### config.mk
export PLATFORM = sky130hd
export DESIGN_NAME = voice_addr_sched
export DESIGN_NICKNAME = d
export VERILOG_FILES = /design/src/rtl/voice_addr_sched.sv
export SDC_FILE = /design/constraint.sdc
export NUM_CORES = 1
export LEC_CHECK = 0
export ABC_AREA = 1
export BUFFER_PORTS_ARGS = -buffer_cell sky130_fd_sc_hd__buf_2
export CORE_MARGIN = 3
export CORE_UTILIZATION = 55
export CTS_BUF_LIST = sky130_fd_sc_hd__clkbuf_8
export DETAILED_ROUTE_END_ITERATION = 16
export PLACE_DENSITY_LB_ADDON = 0.1
export REMOVE_ABC_BUFFERS = 1
export SYNTH_ARGS = -nofsm -noshare
export SYNTH_HDL_FRONTEND = slang
export SYNTH_SLANG_ARGS = --single-unit
### constraint.sdc
create_clock -name clk -period 2.7 [get_ports clk]
set_input_delay 0.405 -clock clk [delete_from_list [all_inputs] [get_ports clk]]
set_output_delay 0.405 -clock clk [all_outputs]
set_load 0.01 [all_outputs]
### src/rtl/voice_addr_sched.sv
// Time-multiplexed sample-address scheduler: each tick scans all voices in a
// fixed order and issues one ROM address per active voice.
module voice_addr_sched #(
    parameter int NV = 4,
    parameter int AW = 16,
    parameter int IW = 2
) (
    input  logic            clk,
    input  logic            rst,
    input  logic            tick,
    input  logic [NV-1:0]   trig,
    input  logic [NV-1:0]   stop,
    input  logic [NV-1:0]   loop_en,
    input  logic [NV*AW-1:0] first_bus,
    input  logic [NV*AW-1:0] last_bus,
    output logic [AW-1:0]   rom_addr,
    output logic            rom_valid,
    output logic [IW-1:0]   voice_id,
    output logic [NV-1:0]   active,
    output logic            frame_done,
    output logic            overrun
);

    typedef enum logic {IDLE, SCAN} state_t;

    localparam logic [IW-1:0] LAST_IDX = IW'(NV - 1);

    state_t                 state;
    logic [IW-1:0]          idx;
    logic [NV-1:0][AW-1:0]  ptr;
    logic [NV-1:0][AW-1:0]  first_v;
    logic [NV-1:0][AW-1:0]  last_v;

    assign first_v = first_bus;
    assign last_v  = last_bus;

    always_ff @(posedge clk) begin
        if (rst) begin
            state      <= IDLE;
            idx        <= '0;
            ptr        <= '0;
            active     <= '0;
            rom_addr   <= '0;
            rom_valid  <= 1'b0;
            voice_id   <= '0;
            frame_done <= 1'b0;
            overrun    <= 1'b0;
        end else begin
            rom_valid  <= 1'b0;
            frame_done <= 1'b0;
            case (state)
                IDLE: begin
                    if (tick) begin
                        state <= SCAN;
                        idx   <= '0;
                    end
                end
                SCAN: begin
                    if (tick)
                        overrun <= 1'b1;
                    if (active[idx]) begin
                        rom_addr  <= ptr[idx];
                        voice_id  <= idx;
                        rom_valid <= 1'b1;
                        if (ptr[idx] != last_v[idx])
                            ptr[idx] <= ptr[idx] + AW'(1);
                        else if (loop_en[idx])
                            ptr[idx] <= first_v[idx];
                        else
                            active[idx] <= 1'b0;
                    end
                    if (idx == LAST_IDX) begin
                        state      <= IDLE;
                        idx        <= '0;
                        frame_done <= 1'b1;
                    end else begin
                        idx <= idx + IW'(1);
                    end
                end
                default: state <= IDLE;
            endcase
            // Front-end commands land after the service update so they override
            // it; stop is applied last so it beats a simultaneous trig.
            for (int i = 0; i < NV; i++) begin
                if (trig[i]) begin
                    ptr[i]    <= first_v[i];
                    active[i] <= 1'b1;
                end
                if (stop[i])
                    active[i] <= 1'b0;
            end
        end
    end

endmodule

# ---- Word level (Yosys, flattened, before mapping)
# Cells that the tools add are included.
# W data, S select, Z words.
dict set report word_totals {
  reg_bits 92
  inputBits 143
  out_inout_bits 25
  elab_cells 101
}
dict set report classes {
  n_addsub 2
  magnitude_cmp 2
  eq_ne 11
  mux 40
  n_bitwise 3
  reduce_logical 28
}
# op count
set ops {}
lappend ops {{$mux W64} 4}
lappend ops {{$bwmux W64} 2}
lappend ops {{$mux W16} 8}
lappend ops {{$bmux W16 S2} 3}
lappend ops {{$demux W16 S2} 1}
lappend ops {{$ne A2 B2 Y1 const B} 9}
lappend ops {{$add A16 B1 Y16 const B} 1}
lappend ops {{$mux W4} 4}
lappend ops {{$ne A16 B16 Y1} 1}
lappend ops {{$reduce_and A4 Y1} 4}
lappend ops {{$reduce_bool A2 Y1} 8}
lappend ops {{$reduce_and A3 Y1} 4}
lappend ops {{$reduce_bool A3 Y1} 4}
lappend ops {{$mux W1} 11}
lappend ops {{$reduce_or A2 Y1} 5}
lappend ops {{$and A4 B4 Y4} 1}
lappend ops {{$bmux W1 S2} 2}
lappend ops {{$mux W2} 2}
lappend ops {{$not A4 Y4} 1}
lappend ops {{$pmux W2 S2} 1}
lappend ops {{$reduce_and A2 Y1} 2}
lappend ops {{$lt A2 B3 Y1 const B} 1}
lappend ops {{$add A2 B1 Y2 const B} 1}
lappend ops {{$demux W1 S2} 1}
lappend ops {{5 further kinds} 5}

# ---- Longest topological paths before layout
dict set report depth {
  word_depth 11
  mapped_depth 19
  ltp_nobuf 18
}

# ---- Least setup slack after synthesis
# No wires, ideal clock.
dict set report synth_path {
  kind {reg-to-reg}
  from {reg idx[0]}
  to {reg ptr[5] in the netlist's numbering}
  t_arrival_ns 2.226
  required_ns 2.572
  path_slack_ns 0.346
  path_stages_with_launch 15
  n_path_buf 5
  synth_period_minus_slack_ns 2.354
  path_cell_list {dfxtp_1 inv_2 buf_2 buf_4 clkbuf_1 clkbuf_1 ha_1 inv_1 nor2_1 nand2_2 buf_4 nand3_1 nand2_1 nor2_1 nor2_1}
}
dict set report synth_between {
  elab_chain_cells 10
  elab_cells_between_ends 27
}
# element line
set synth_rtl {}
lappend synth_rtl {{start, declared} 29} ;# logic [IW-1:0] idx;
lappend synth_rtl {{start signal, assigned} 77} ;# idx <= idx + IW'(1);
lappend synth_rtl {{branches (longest 10 deep; another with $add A16 B1 Y16)} --}
lappend synth_rtl {{end signal, assigned by index} 66} ;# ptr[idx] <= ptr[idx] + AW'(1);
lappend synth_rtl {{end signal, assigned by index} 68} ;# ptr[idx] <= first_v[idx];
lappend synth_rtl {{end signal, assigned by index} 86} ;# ptr[i] <= first_v[i];
lappend synth_rtl {{end, declared} 30} ;# logic [NV-1:0][AW-1:0] ptr;
# Several ways; the timed one is not identified. The select of a mux whose other input is x is not followed.
# A chain may end at the register's enable or synchronous reset.

# ---- Worst setup path in the final report
dict set report layout_path {
  from {reg idx[0]}
  to {reg ptr[56] in the netlist's numbering}
}
# Same word-level chain as after synthesis.

==> results.md <==
- Max Fclk: 384 MHz
- FP Rows: 39
- Period utilisation layout: 96.4%
- Fillers: 1049
- CTS Hold Bufs: 0
- Number of global-route vias before repair: 7462
- Placed standard-cell area: 8080 um^2
- HPWL Detailed: 16600 um
- Gp weighted congestion: 0.922
- Syn_area_per_cell: 5.49 um^2
- Synth unique cells: 26
- Overall Global Routing Usage: 35.5%
- EDFF count, synth: 0
- Area Growth Syn to Fin: 26.5%
- CTS H-tree lvls: 3
- Top cells by count, synth: nand2_1 (475), nor2_1 (253), nand3_1 (137)
- Grt ovf: 0
- Routed length per instance: 16.4 um
- Seq/Total Area, Yosys: 27.1%
- WS Path Type: reg -> reg
- Root Buffer: clkbuf_8
- Max-cap violations: 0
- Finished Core Util: 73.0%
- Top FF cell, synth: dfxtp_1
- Worst Skew: 0.00830 ns
- Nets: 1555
- VDD IR-drop max: 0.410 mV
- Tmin final: 2.60 ns
- Leak: 4.49 nW
- WP data required: 2.99 ns
- Post-synth top area cell: dfxtp_1
- Count leader, synth: nand2_1
- Die Width: 117 um
- Pins Over Slew Limit: 0
- Design Area, Final: 8580 um^2
- DR iter-0 viols: 1103
- Vias: 8777
- Crit path max fanout: 17
- Slowest cell delay on critical path: 0.39 ns
- DRC errors left: 0
- Die height: 117 um
- First-pass DRT Iterations: 6
- Clk slew on worst S/H paths: 0.09 ns
- Post-Syn Area: 6790 um^2
- Crit-path leading delay family: simple AND/OR/NAND/NOR gates
- Antenna violations before repair: 0
- Slowest CP cell: dfxtp_4
- Top cells by area, synth: dfxtp_1 (27%), nand2_1 (26%), nor2_1 (14%)
- Pwr/cell area: 412 nW/um^2
- Warnings from Yosys: 0
- Final wirelength: 25800 um
- Hold Violations, Final: 0
- Die ar.: 13700 um^2
- Slew Limit Headroom: 49.9%
- CP Data Arrival Time: 2.89 ns
- Initial Utilization: 57.7%
- HP Class: in -> reg
- Layout cells sized above 1: 20.0%
- Clock latency on the worst-skew pair: 0.39 ns
- Num ports: 168
- CP cell instances: buf_16 -> buf_16 -> nand2_1 -> nand3_1 -> nand2_1 -> inv_2 -> nand2_1 -> nand2_1 -> nor2_1 -> nand2_1 -> nor2_4 -> buf_4 -> buf_6 -> nand3_1 -> nand2_2 -> o21ai_0 -> nor2_1 -> nor2_1
- Crit end category: flip-flop
- CP bufs+invs: 5
- Nature of the critical path startpoint: flip-flop
- First-pass GRT wire length: 37700 um
- Post-Syn Instances: 1236
- IO buf count: 167
- Tightest Pin Transition: 0.750 ns
- Post-route ant nets: 0
- DR vias/cell: 5.57
- CTS Buf Count: 9
- CTS Buffer Depth: 2
- Share of synthesized registers carrying an async set or reset: 0%
- Yosys reg bits: 92
- Core area: 11800 um^2
- # clock sinks: 92
- # diodes: 0
- Cell mode on critical path: nand2_1
- Largest net degree at the start of global routing: 65
- CTS tree: yes
- Share of the synthesized area in the top cell type: 27.1%
- Final setup violation count: 0
- Outcome: completed
tightest hold or removal path: cells and delay by family:
| kind | cells | cell delay, ns |
|---|---|---|
| AOI/OAI and AO/OA | 1 | 0.06 |
| buffers and inverters | 1 | 0.09 |
| and+or+nand+nor | 1 | 0.07 |
cells in the final DEF, fill, tap and decap left out, types with 3 or more instances in the layout:
master     Yosys  layout
o22ai_1       16      16
nand2_4        0       3
inv_2          8       7
nand3b_1      21      21
ha_1           5       4
buf_12         0      11
nor2_1       253     250
nand3_1      137     136
nand2_1      475     467
o21ai_0       67      66
nor2_2         0       3
nand2_2        5       9
clkbuf_8       0      11
nand3_4        1       5
clkbuf_16      0       5
a21oi_1       23      23
dfxtp_1       92      90
buf_6          1       4
buf_4          8      42
xor2_1        12      11
buf_2         19     167
inv_1         33      35
clkinv_1       5       5
per-stage QoR:
stage                     hold WS, ns  setup TNS, ns  cells  total power [mW]  worst slack (ns)
after floorplan                 0.474        -176.72   1164              2.12             -2.28
after global placement          0.447        -0.0281   1550              2.55           -0.0105
after detailed placement        0.459         -0.224   1550              2.56           -0.0721
after CTS                       0.255        -0.0575   1567              3.44           -0.0195
after global routing            0.274         -0.219   1576              3.71           -0.0353
final                           0.266              0   1576              3.54            0.0982
registers in the layout, summed over array words and instances (netlist names):
| name | cells |
|---|---|
| idx | 2 |
| rom_valid | 1 |
| ptr | 64 |
| overrun | 1 |
| frame_done | 1 |
| active | 4 |
| state | 1 |
| voice_id | 2 |
| rom_addr | 16 |
where the power goes:
group	switching, mW	total (mW)	leakage (nW)	internal [mW]
clock	0.512	0.885	0.103	0.373
combinational	0.717	1.17	3.63	0.451
sequential	0.0460	1.48	0.758	1.44
area by class of cell:
class	count	area, um^2	share of cell area (%)
Multi-Input combinational cell	1026	4550	53.0
Sequential cell	92	1850	21.5
Timing Repair Buffer	232	1630	19.0
Tap cell	164	205	2.39
Inverter	46	183	2.13
Clock buffer	11	151	1.76
Clock inverter	5	21.3	0.248
logic make-up (layout without fill, tap and decap cells):
group	Yosys count	after routing	share of synthesized area, %
AND/OR/NAND/NOR	899	899	54.4
flip-flops	92	92	27.1
XOR/XNOR	12	12	1.55
AO/OA/AOI/OAI	110	110	8.55
buffers and inverters	118	294	7.43
adder cells (fa/ha/maj)	5	5	0.922
layer usage:
layer	wire, um	GRT usage [%]	part of all wire [%]	up-vias
met5	0	0	0	-
met4	1150	15.1	4.5	0
met3	3620	9.05	14	120
met2	11000	55.3	43	588
met1	10000	46.7	39	3803
li1	-	-	-	4266
final timing paths:
path | slack [ns] | cells past startpoint | to | start
hold reg to reg | 0.47 | 2 | overrun$_SDFFE_PP0P_ | overrun$_SDFFE_PP0P_
setup / recovery | 0.1 | 18 | ptr[56]$_SDFFE_PP0P_ | idx[0]$_SDFFE_PP0P_
hold / removal | 0.27 | 3 | overrun$_SDFFE_PP0P_ | tick
setup reg to reg | 0.1 | 18 | ptr[56]$_SDFFE_PP0P_ | idx[0]$_SDFFE_PP0P_
what timing repair did:
action | in CTS | in global routing
cloned | 1 | 5
buffers inserted | 0 | 4
setup endpoints to repair | 11 | 66
pin swaps | 0 | 7
gates resized for setup | 1 | 36
Power figures use the tool's default switching activity.
